File: config.mk
export PLATFORM = sky130hd
export DESIGN_NAME = port_uart_tx_flat
export DESIGN_NICKNAME = d
export VERILOG_FILES = /design/src/rtl/port_uart_tx_if.sv /design/src/rtl/port_uart_tx.sv /design/src/flat_wrapper.sv
export SDC_FILE = /design/constraint.sdc
export NUM_CORES = 1
export LEC_CHECK = 0
export ABC_AREA = 1
export BUFFER_PORTS_ARGS = -buffer_cell sky130_fd_sc_hd__clkbuf_2
export CORE_UTILIZATION = 60
export DETAILED_ROUTE_END_ITERATION = 16
export PLACE_DENSITY = 0.83
export REMOVE_ABC_BUFFERS = 1
export SLEW_MARGIN = 20
export SYNTH_ARGS = -nofsm -noshare
export SYNTH_HDL_FRONTEND = slang
export SYNTH_SLANG_ARGS = --single-unit
File: constraint.sdc
create_clock -name clkIn -period 2.5 [get_ports clkIn]
set_clock_uncertainty 0.15 [all_clocks]
set_input_delay 0.25 -clock clkIn [delete_from_list [all_inputs] [get_ports clkIn]]
set_output_delay 0.25 -clock clkIn [all_outputs]
set_load 0.005 [all_outputs]
File: src/rtl/port_uart_tx_if.sv
// Core output port value in; UART line and frame status out.
// slave = transmitter side, master = core/host side.
interface port_uart_tx_if;
    logic [15:0] portIn;
    logic        txOut;
    logic        busyOut;
    logic        pendingOut;
    logic        dropOut;

    modport master (
        output portIn,
        input  txOut,
        input  busyOut,
        input  pendingOut,
        input  dropOut
    );

    modport slave (
        input  portIn,
        output txOut,
        output busyOut,
        output pendingOut,
        output dropOut
    );
endinterface

File: src/rtl/port_uart_tx.sv
// Sends each new 16-bit port value as two UART 8N1 bytes (low, high); start edge one clock after change.
// No backpressure: one pending slot, a newer change overwrites it and pulses dropOut.
module port_uart_tx #(
    parameter int CLKS_PER_BIT = 868,
    parameter int CNT_W        = 16
) (
    input  logic          clkIn,
    input  logic          resetIn,
    port_uart_tx_if.slave bus
);

    typedef enum logic [1:0] {IDLE, START, DATA, STOP} state_t;

    state_t           state;
    logic [15:0]      last_seen;
    logic [15:0]      shreg;
    logic [15:0]      pend_dat;
    logic             pend_vld;
    logic             byte_sel;
    logic [2:0]       bit_idx;
    logic [CNT_W-1:0] baud_cnt;
    logic             tx;
    logic             drop;

    logic             change;
    logic             bit_end;
    logic             frame_end;
    logic [3:0]       next_idx;

    always_comb begin
        change    = (bus.portIn != last_seen);
        bit_end   = (baud_cnt == CNT_W'(CLKS_PER_BIT - 1));
        frame_end = (state == STOP) && byte_sel && bit_end;
        next_idx  = {byte_sel, bit_idx + 3'd1};
    end

    always_ff @(posedge clkIn or negedge resetIn) begin
        if (!resetIn) begin
            state     <= IDLE;
            last_seen <= '0;
            shreg     <= '0;
            pend_dat  <= '0;
            pend_vld  <= 1'b0;
            byte_sel  <= 1'b0;
            bit_idx   <= '0;
            baud_cnt  <= '0;
            tx        <= 1'b1;
            drop      <= 1'b0;
        end else begin
            drop <= 1'b0;
            if (change) begin
                last_seen <= bus.portIn;
            end
            baud_cnt <= bit_end ? '0 : baud_cnt + CNT_W'(1);

            case (state)
                IDLE: begin
                    baud_cnt <= '0;
                    if (change) begin
                        shreg    <= bus.portIn;
                        byte_sel <= 1'b0;
                        state    <= START;
                        tx       <= 1'b0;
                    end
                end
                START: begin
                    if (bit_end) begin
                        state   <= DATA;
                        bit_idx <= '0;
                        tx      <= shreg[{byte_sel, 3'd0}];
                    end
                end
                DATA: begin
                    if (bit_end) begin
                        if (bit_idx == 3'd7) begin
                            state <= STOP;
                            tx    <= 1'b1;
                        end else begin
                            bit_idx <= bit_idx + 3'd1;
                            tx      <= shreg[next_idx];
                        end
                    end
                end
                STOP: begin
                    if (bit_end) begin
                        if (!byte_sel) begin
                            byte_sel <= 1'b1;
                            state    <= START;
                            tx       <= 1'b0;
                        end else if (pend_vld) begin
                            shreg    <= pend_dat;
                            byte_sel <= 1'b0;
                            state    <= START;
                            tx       <= 1'b0;
                        end else if (change) begin
                            shreg    <= bus.portIn;
                            byte_sel <= 1'b0;
                            state    <= START;
                            tx       <= 1'b0;
                        end else begin
                            state <= IDLE;
                            tx    <= 1'b1;
                        end
                    end
                end
                default: begin
                    state <= IDLE;
                    tx    <= 1'b1;
                end
            endcase

            // At the frame boundary the buffered value goes out first and a
            // coincident change takes its place without counting as a drop.
            if (frame_end && pend_vld) begin
                if (change) begin
                    pend_dat <= bus.portIn;
                end else begin
                    pend_vld <= 1'b0;
                end
            end else if ((state != IDLE) && change && !frame_end) begin
                pend_dat <= bus.portIn;
                pend_vld <= 1'b1;
                drop     <= pend_vld;
            end
        end
    end

    assign bus.txOut      = tx;
    assign bus.busyOut    = (state != IDLE);
    assign bus.pendingOut = pend_vld;
    assign bus.dropOut    = drop;

endmodule
File: src/flat_wrapper.sv
// flat-port wrapper written by rule: the top's interface ports become plain ports
module port_uart_tx_flat 
#(
    parameter int CLKS_PER_BIT = 868,
    parameter int CNT_W        = 16
)
  (clkIn, resetIn, bus_portIn, bus_txOut, bus_busyOut, bus_pendingOut, bus_dropOut);
  port_uart_tx_if bus_i ();
  input  logic clkIn;
  input  logic resetIn;
  input wire logic [$bits(bus_i.portIn)-1:0] bus_portIn;
  output wire logic [$bits(bus_i.txOut)-1:0] bus_txOut;
  output wire logic [$bits(bus_i.busyOut)-1:0] bus_busyOut;
  output wire logic [$bits(bus_i.pendingOut)-1:0] bus_pendingOut;
  output wire logic [$bits(bus_i.dropOut)-1:0] bus_dropOut;
  assign bus_i.portIn = bus_portIn;
  assign bus_txOut = bus_i.txOut;
  assign bus_busyOut = bus_i.busyOut;
  assign bus_pendingOut = bus_i.pendingOut;
  assign bus_dropOut = bus_i.dropOut;
  port_uart_tx #(.CLKS_PER_BIT(CLKS_PER_BIT), .CNT_W(CNT_W)) u_core (.clkIn(clkIn), .resetIn(resetIn), .bus(bus_i));
endmodule
==> flow_summary.json, run 1 <==
{
  "crit_path_max_fanout": 13,
  "grt.busiest_layer": "met2",
  "clk_pin_slew_worst_paths_ns": 0.08,
  "timing.final.hold_violations": 0,
  "grt_util_met1_pct": 38.4,
  "dr.pass1.iters": 6,
  "cts_buffers": 9,
  "start_util_pct": 63.6,
  "diodes": 0,
  "post-synth-top-area-cell": "dfrtp_1",
  "cts_resized": 0,
  "cts_tree": "done",
  "grt-ovfl-total": 0,
  "power_density_nw_per_um2": 1040,
  "grt.total_usage_pct": 27.3,
  "rsz0062_at_grt": "no",
  "vias": 3354,
  "pwr-share-clk_pct": 17.8,
  "grtUsageMet3_pct": 4.95,
  "die_w_um": 82.2,
  "synth_cell_type_count": 32,
  "mostFrequentLayoutCell": "nand2_1",
  "period_minus_slack_ns": 2.31,
  "fin_nets": 552,
  "synthCells": 496,
  "viasPerCell": 5.53,
  "synthFlopType": "dfrtp_1",
  "clockBufferDepth": 2,
  "setup_viol": 0,
  "cp-start-kind": "input port",
  "routed_wl_um": 8330,
  "setup_tns_ns": 0,
  "async_flop_share_pct": 100,
  "grt_max_degree": 74,
  "drtAntennaViolNets": 0,
  "drive_gt1_share_pct": 15.4,
  "crit_required_ns": 2.63,
  "grt_use_met2_pct": 41.2,
  "grt_pass1_vias": 2961,
  "cap_violations": 0,
  "hold_class": "in -> async",
  "synth_edf_count": 0,
  "area_growth_pct": 12.3,
  "critical_path_arrival_ns": 2.44,
  "power.ir.vdd_worst_v": 0.000737,
  "mostFrequentLayoutCells": "135 x nand2_1, 72 x dfrtp_1, 45 x inv_1",
  "comb_power_share_pct": 42.3,
  "p_int_uw": 2630,
  "netSwitchingFraction_pct": 41.5,
  "syn-cell-area_um2": 3860,
  "antenna_found_initial": 0,
  "clock.fmax_ghz": 0.433,
  "yosysWarningCount": 0,
  "timing.final.crit_share_pct": 92.4,
  "netlist.area_leader.share_pct": 46.7,
  "pwr-share-seq_pct": 39.9,
  "clock_sinks": 73,
  "root_buffer": "clkbuf_8",
  "rows": 28,
  "worst_slew_pin_slew_ns": 0.542,
  "max_slew_margin_pct": 63.5,
  "status": "finished clean",
  "place_hpwl_um": 5580,
  "ys_seq_elements": 73,
  "fp.dieArea_um2": 6750,
  "first_iter_violations": 307,
  "io_buffers": 21,
  "ys_seq_area_share_pct": 47.4,
  "drcViolationCount": 0,
  "cellLeakagePower_uw": 0.00220,
  "syn_area_per_cell_um2": 7.77,
  "place_congestion": 0.894,
  "ioPinCount": 22,
  "core_um2": 6060,
  "grt_pass1_wl_um": 13600,
  "die_y_um": 82.2,
  "ys_top_cells_by_area": "dfrtp_1 47%, nand2_1 13%, nand3_1 5.2%",
  "power_uw": 4490,
  "clock_latency_ns": 0.35,
  "post_drt_wl_per_cell_um": 13.8,
  "critPathKind": "in -> reg",
  "finalMaxSlewViolations": 0,
  "p_sw_uw": 1860,
  "end_kind": "register",
  "htreeDepth": 3
}
==> state kept, by name (all words and copies together) (netlist names) <==
register / count
u_core.bus.dropOut: 1
u_core.baud_cnt: 16
u_core.last_seen: 16
u_core.shreg: 16
u_core.bit_idx: 3
u_core.bus.txOut: 1
u_core.pend_dat: 16
u_core.byte_sel: 1
u_core.state: 2
u_core.bus.pendingOut: 1
==> worst paths after layout <==
check	startpoint	to	depth (start not counted)	slack (ns)
max in group asynchronous	resetIn	u_core.last_seen[5]	3	1.57
min in group clkIn	u_core.bus.txOut	u_core.bus.txOut	2	0.32
setup / recovery	bus_portIn[8]	u_core.pend_dat[3]	13	0.19
hold reg to reg	u_core.bus.txOut	u_core.bus.txOut	2	0.32
setup reg to reg	u_core.baud_cnt[0]	u_core.shreg[6]	11	0.24
hold / removal	resetIn	u_core.baud_cnt[14]	3	0.29
==> worst max-delay path, cell delays in order <==
cell,delay [ns]
dlygate4sd3_1,0.52
clkbuf_2,0.16
inv_1,0.05
nand2_1,0.06
nand2_1,0.06
nor2_1,0.10
nand2_1,0.12
nor2_4,0.16
nand2_2,0.23
o211ai_4,0.26
buf_4,0.27
nand3_1,0.11
nand2_1,0.08
==> repair_timing <==
action | 4_1_cts | 5_1_grt
hold buffers | 17 | 0
setup endpoints to repair | 0 | 7
setup buffers | 0 | 4
hold endpoints to repair | 88 | 0
==> synth_stat cells (7+ instances only) <==
cell,number
o21ai_0,30
ha_1,7
o21ai_2,10
nand3_1,40
clkbuf_1,19
nor3_1,11
nor2_1,42
nand4_1,9
nand2_2,12
inv_2,9
a21oi_1,23
dfrtp_1,72
inv_1,45
nand2_1,135
==> through the flow <==
stage | std cells | area, um2 | util [%] | setup WS [ns] | hold WS, ns
2_1_floorplan | 467 | 3700 | - | 0.303 | -0.196
3_3_place_gp | 570 | 3970 | 65.5 | 0.388 | 0.157
3_5_place_dp | 570 | 3970 | 65.5 | 0.268 | 0.159
4_1_cts | 602 | 4300 | 71.0 | 0.136 | 0.322
5_1_grt | 606 | 4330 | 71.5 | 0.00739 | 0.347
6_report | 606 | 4330 | 71.5 | 0.190 | 0.291
==> layout make-up <==
cell class / instances / area, um2
Tap cell: 75 / 93.8
Clock buffer: 12 / 145
Clock inverter: 3 / 17.5
Inverter: 56 / 210
Sequential cell: 73 / 1830
Multi-Input combinational cell: 338 / 1670
Timing Repair Buffer: 49 / 370
Fill cell: 494 / 1730
==> logic make-up after synthesis <==
logic type,synth area share [%]
adders and majority gates,2.27
DFF,47.4
xor gates and xnor gates,1.14
and+or+nand+nor,28.8
AOI/OAI and AO/OA,11.0
buffers and inverters,9.38
==> power by group through the flow <==
stage / clock network (uW) / registers [uW] / logic (uW)
floorplan: 0 / 1730 / 1320
CTS: 802 / 1780 / 1810
global placement: 0 / 1790 / 1710
finish: 799 / 1790 / 1900
detailed placement: 0 / 1790 / 1780
global route: 848 / 1830 / 2150
==> routing by layer <==
layer / vias to the layer above / wire length, um
met1: 1554 / 3810
met4: 0 / 214
met3: 21 / 489
li1: 1634 / -
met2: 145 / 3820
met5: - / 0
(Power assumes the default switching activity.)
==> inputs of run 2 (changes only) <==
--- a/config.mk
+++ b/config.mk
@@ -7,9 +7,10 @@
 export LEC_CHECK = 0
 export ABC_AREA = 1
 export BUFFER_PORTS_ARGS = -buffer_cell sky130_fd_sc_hd__clkbuf_2
-export CORE_UTILIZATION = 60
+export CORE_UTILIZATION = 55
 export DETAILED_ROUTE_END_ITERATION = 16
-export PLACE_DENSITY = 0.83
+export GPL_TIMING_DRIVEN = 0
+export PLACE_DENSITY = 0.8
 export REMOVE_ABC_BUFFERS = 1
 export SLEW_MARGIN = 20
 export SYNTH_ARGS = -nofsm -noshare
==> constraint.sdc (replaced) <==
create_clock -name clkIn -period 2.1 [get_ports clkIn]
set_clock_uncertainty 0.15 [all_clocks]
set_input_delay 0.21 -clock clkIn [delete_from_list [all_inputs] [get_ports clkIn]]
set_output_delay 0.21 -clock clkIn [all_outputs]
set_load 0.005 [all_outputs]
==> flow_summary.json, run 2 (synthesized netlist as in run 1, its figures left out) <==
{
  "reg2reg_depth": 9,
  "ioPinCount": 22,
  "cp-start-kind": "register",
  "pwr-share-clk_pct": 19.4,
  "max_slew_margin_pct": 73.2,
  "grt_max_degree": 48,
  "first_iter_violations": 230,
  "post_drt_wl_per_cell_um": 14.6,
  "worstPathCellList": "ha_1 > nand3_1 > nor3_2 > nand2_1 > nor2_2 > nand3_2 > inv_1 > nand2_1 > a21oi_1",
  "dp_cells": 585,
  "comb_power_share_pct": 43.7,
  "grt_pass1_vias": 3287,
  "core_um2": 6790,
  "fill_cells": 520,
  "pre_cts_ws_ns": -0.886,
  "power.ir.vdd_worst_v": 0.000645,
  "mostFrequentLayoutCell": "nand2_1",
  "grt-ovfl-total": 0,
  "fp.dieArea_um2": 7350,
  "mostFrequentLayoutCells": "132 x nand2_1, 71 x dfrtp_1, 45 x inv_1",
  "end_kind": "register",
  "finalMaxSlewViolations": 0,
  "htreeDepth": 3,
  "routed_wl_um": 9220,
  "setup_viol": 0,
  "fin_hold_ws_ns": 0.0301,
  "critical_path_arrival_ns": 2.20,
  "fin_nets": 555,
  "cap_violations": 0,
  "finalNonFillerCells": 631,
  "io_buffers": 21,
  "antenna_found_initial": 0,
  "power_density_nw_per_um2": 1250,
  "hold_class": "in -> reg",
  "drive_gt1_share_pct": 20.4,
  "pwr-share-seq_pct": 37.0,
  "clk_pin_slew_worst_paths_ns": 0.08,
  "clockBufferDepth": 2,
  "dr.pass1.iters": 5,
  "hold_path_end": "u_core.last_seen[3]",
  "critical_path.max_stage_delay_ns": 0.39,
  "p_int_uw": 3380,
  "path_delay_family": "simple AND/OR/NAND/NOR gates",
  "grt_pass1_wl_um": 14800,
  "crit_path_max_fanout": 4,
  "netSwitchingFraction_pct": 41.2,
  "reg2reg_from": "u_core.baud_cnt[0]",
  "die_w_um": 85.7,
  "cts_tree": "done",
  "clock_latency_ns": 0.36,
  "vias": 3387,
  "multi_input_comb_area_um2": 1790,
  "r2r_end": "u_core.baud_cnt[12]",
  "grt.total_usage_pct": 25.6,
  "start_util_pct": 56.8,
  "area_growth_pct": 19.5,
  "timing.final.hold_violations": 0,
  "worst_slack_ns": 0.0272,
  "rrSetupSlack_ns": 0.03,
  "clock_sinks": 73,
  "diodes": 0,
  "period_minus_slack_ns": 2.07,
  "rows": 30,
  "regArea_um2": 1830,
  "worst_slew_pin_slew_ns": 0.402,
  "setup_tns_ns": 0,
  "die_y_um": 85.7,
  "hp-start": "bus_portIn[3]",
  "timing.critical_path.mode_cell": "nand2_1",
  "status": "finished clean",
  "root_buffer": "clkbuf_8",
  "critPathKind": "reg -> reg",
  "rsz0062_at_grt": "yes",
  "p_sw_uw": 2370,
  "clock.fmax_ghz": 0.482,
  "place_congestion": 0.901,
  "cellLeakagePower_uw": 0.00225,
  "crit_required_ns": 2.23,
  "final_core_util_pct": 67.8,
  "worst-path-buf-inv": 1,
  "hold_depth": 1,
  "viasPerCell": 5.37,
  "place_hpwl_um": 5600,
  "drcViolationCount": 0,
  "timing.final.crit_share_pct": 98.7,
  "cts_buffers": 9,
  "drtAntennaViolNets": 0,
  "slowest_stage": "dfrtp_1"
}
-- run 2: changes by cell type in the layout (fill, tap and decap cells not counted), moves of 3 or more --
cell | before | now
a21oi_2 | 0 | 8
nor2_2 | 0 | 3
clkinv_4 | 0 | 4
nand2_1 | 135 | 132
nor2_1 | 42 | 39
buf_6 | 0 | 4
a21oi_1 | 23 | 15
buf_4 | 10 | 7
nand2_8 | 0 | 3
-- run 2: worst max path at each step --
stage	start	to	slack, ns	depth (start not counted)
final	u_core.baud_cnt[0]	u_core.baud_cnt[12]	0.03	9
after global routing	u_core.baud_cnt[0]	u_core.baud_cnt[12]	-0.07	9
after CTS	bus_portIn[3]	u_core.pend_dat[11]	0.01	13
after detailed placement	u_core.state[0]	u_core.shreg[2]	-0.89	6
after global placement	u_core.state[0]	u_core.shreg[15]	-0.74	6
after floorplan	u_core.state[0]	u_core.shreg[0]	-0.1	6
-- run 2: layer usage --
layer  part of all wire, %  vias up  track usage (%)  routed length [um]
met3                   4.6       20             4.33                 424
met5                     0        -                0                   0
li1                      -     1652                -                   -
met2                    49       93             42.7                4510
met1                    45     1622             33.0                4140
met4                   1.6        0             11.7                 146
-- run 2: worst reg2reg max path: stages (launching register included) --
cell     delay [ns]
dfrtp_1        0.39
ha_1           0.25
nand3_1        0.17
nor3_2         0.25
nand2_1        0.12
nor2_2         0.16
nand3_2        0.13
inv_1          0.10
nand2_1        0.06
a21oi_1        0.20
-- run 2: area by class of cell --
type                       count  share of cell area [%]
clock buffer                  10                    2.77
clock inverter                 6                    1.49
inverter                      56                    4.67
multi-input combinational    339                    38.9
sequential                    73                    39.7
tap                           96                    2.61
timing repair buffer          51                    9.88
-- run 2: metrics by stage --
stage / total power (uW) / area [um2]
finish: 5750 / 4610
global route: 6130 / 4610
CTS: 5610 / 4450
detailed placement: 4200 / 3960
global placement: 4080 / 3930
floorplan: 3630 / 3700
-- run 2: timing repair --
action,4_1_cts,5_1_grt
endpoints found under the hold margin,57,0
endpoints found under the setup margin,35,40
pin swaps,3,3
hold buffers,17,0
gates resized for setup,9,28
buffers inserted,8,5
gates cloned,0,1
-- run 2: power groups by stage --
| stage | Sequential (uW) | Clock [uW] | Combinational (uW) |
|---|---|---|---|
| final | 2130 | 1120 | 2510 |
| after detailed placement | 2130 | 0 | 2070 |
| after CTS | 2110 | 1120 | 2380 |
| after global placement | 2110 | 0 | 1970 |
| after floorplan | 2060 | 0 | 1570 |
| after global routing | 2160 | 1190 | 2780 |
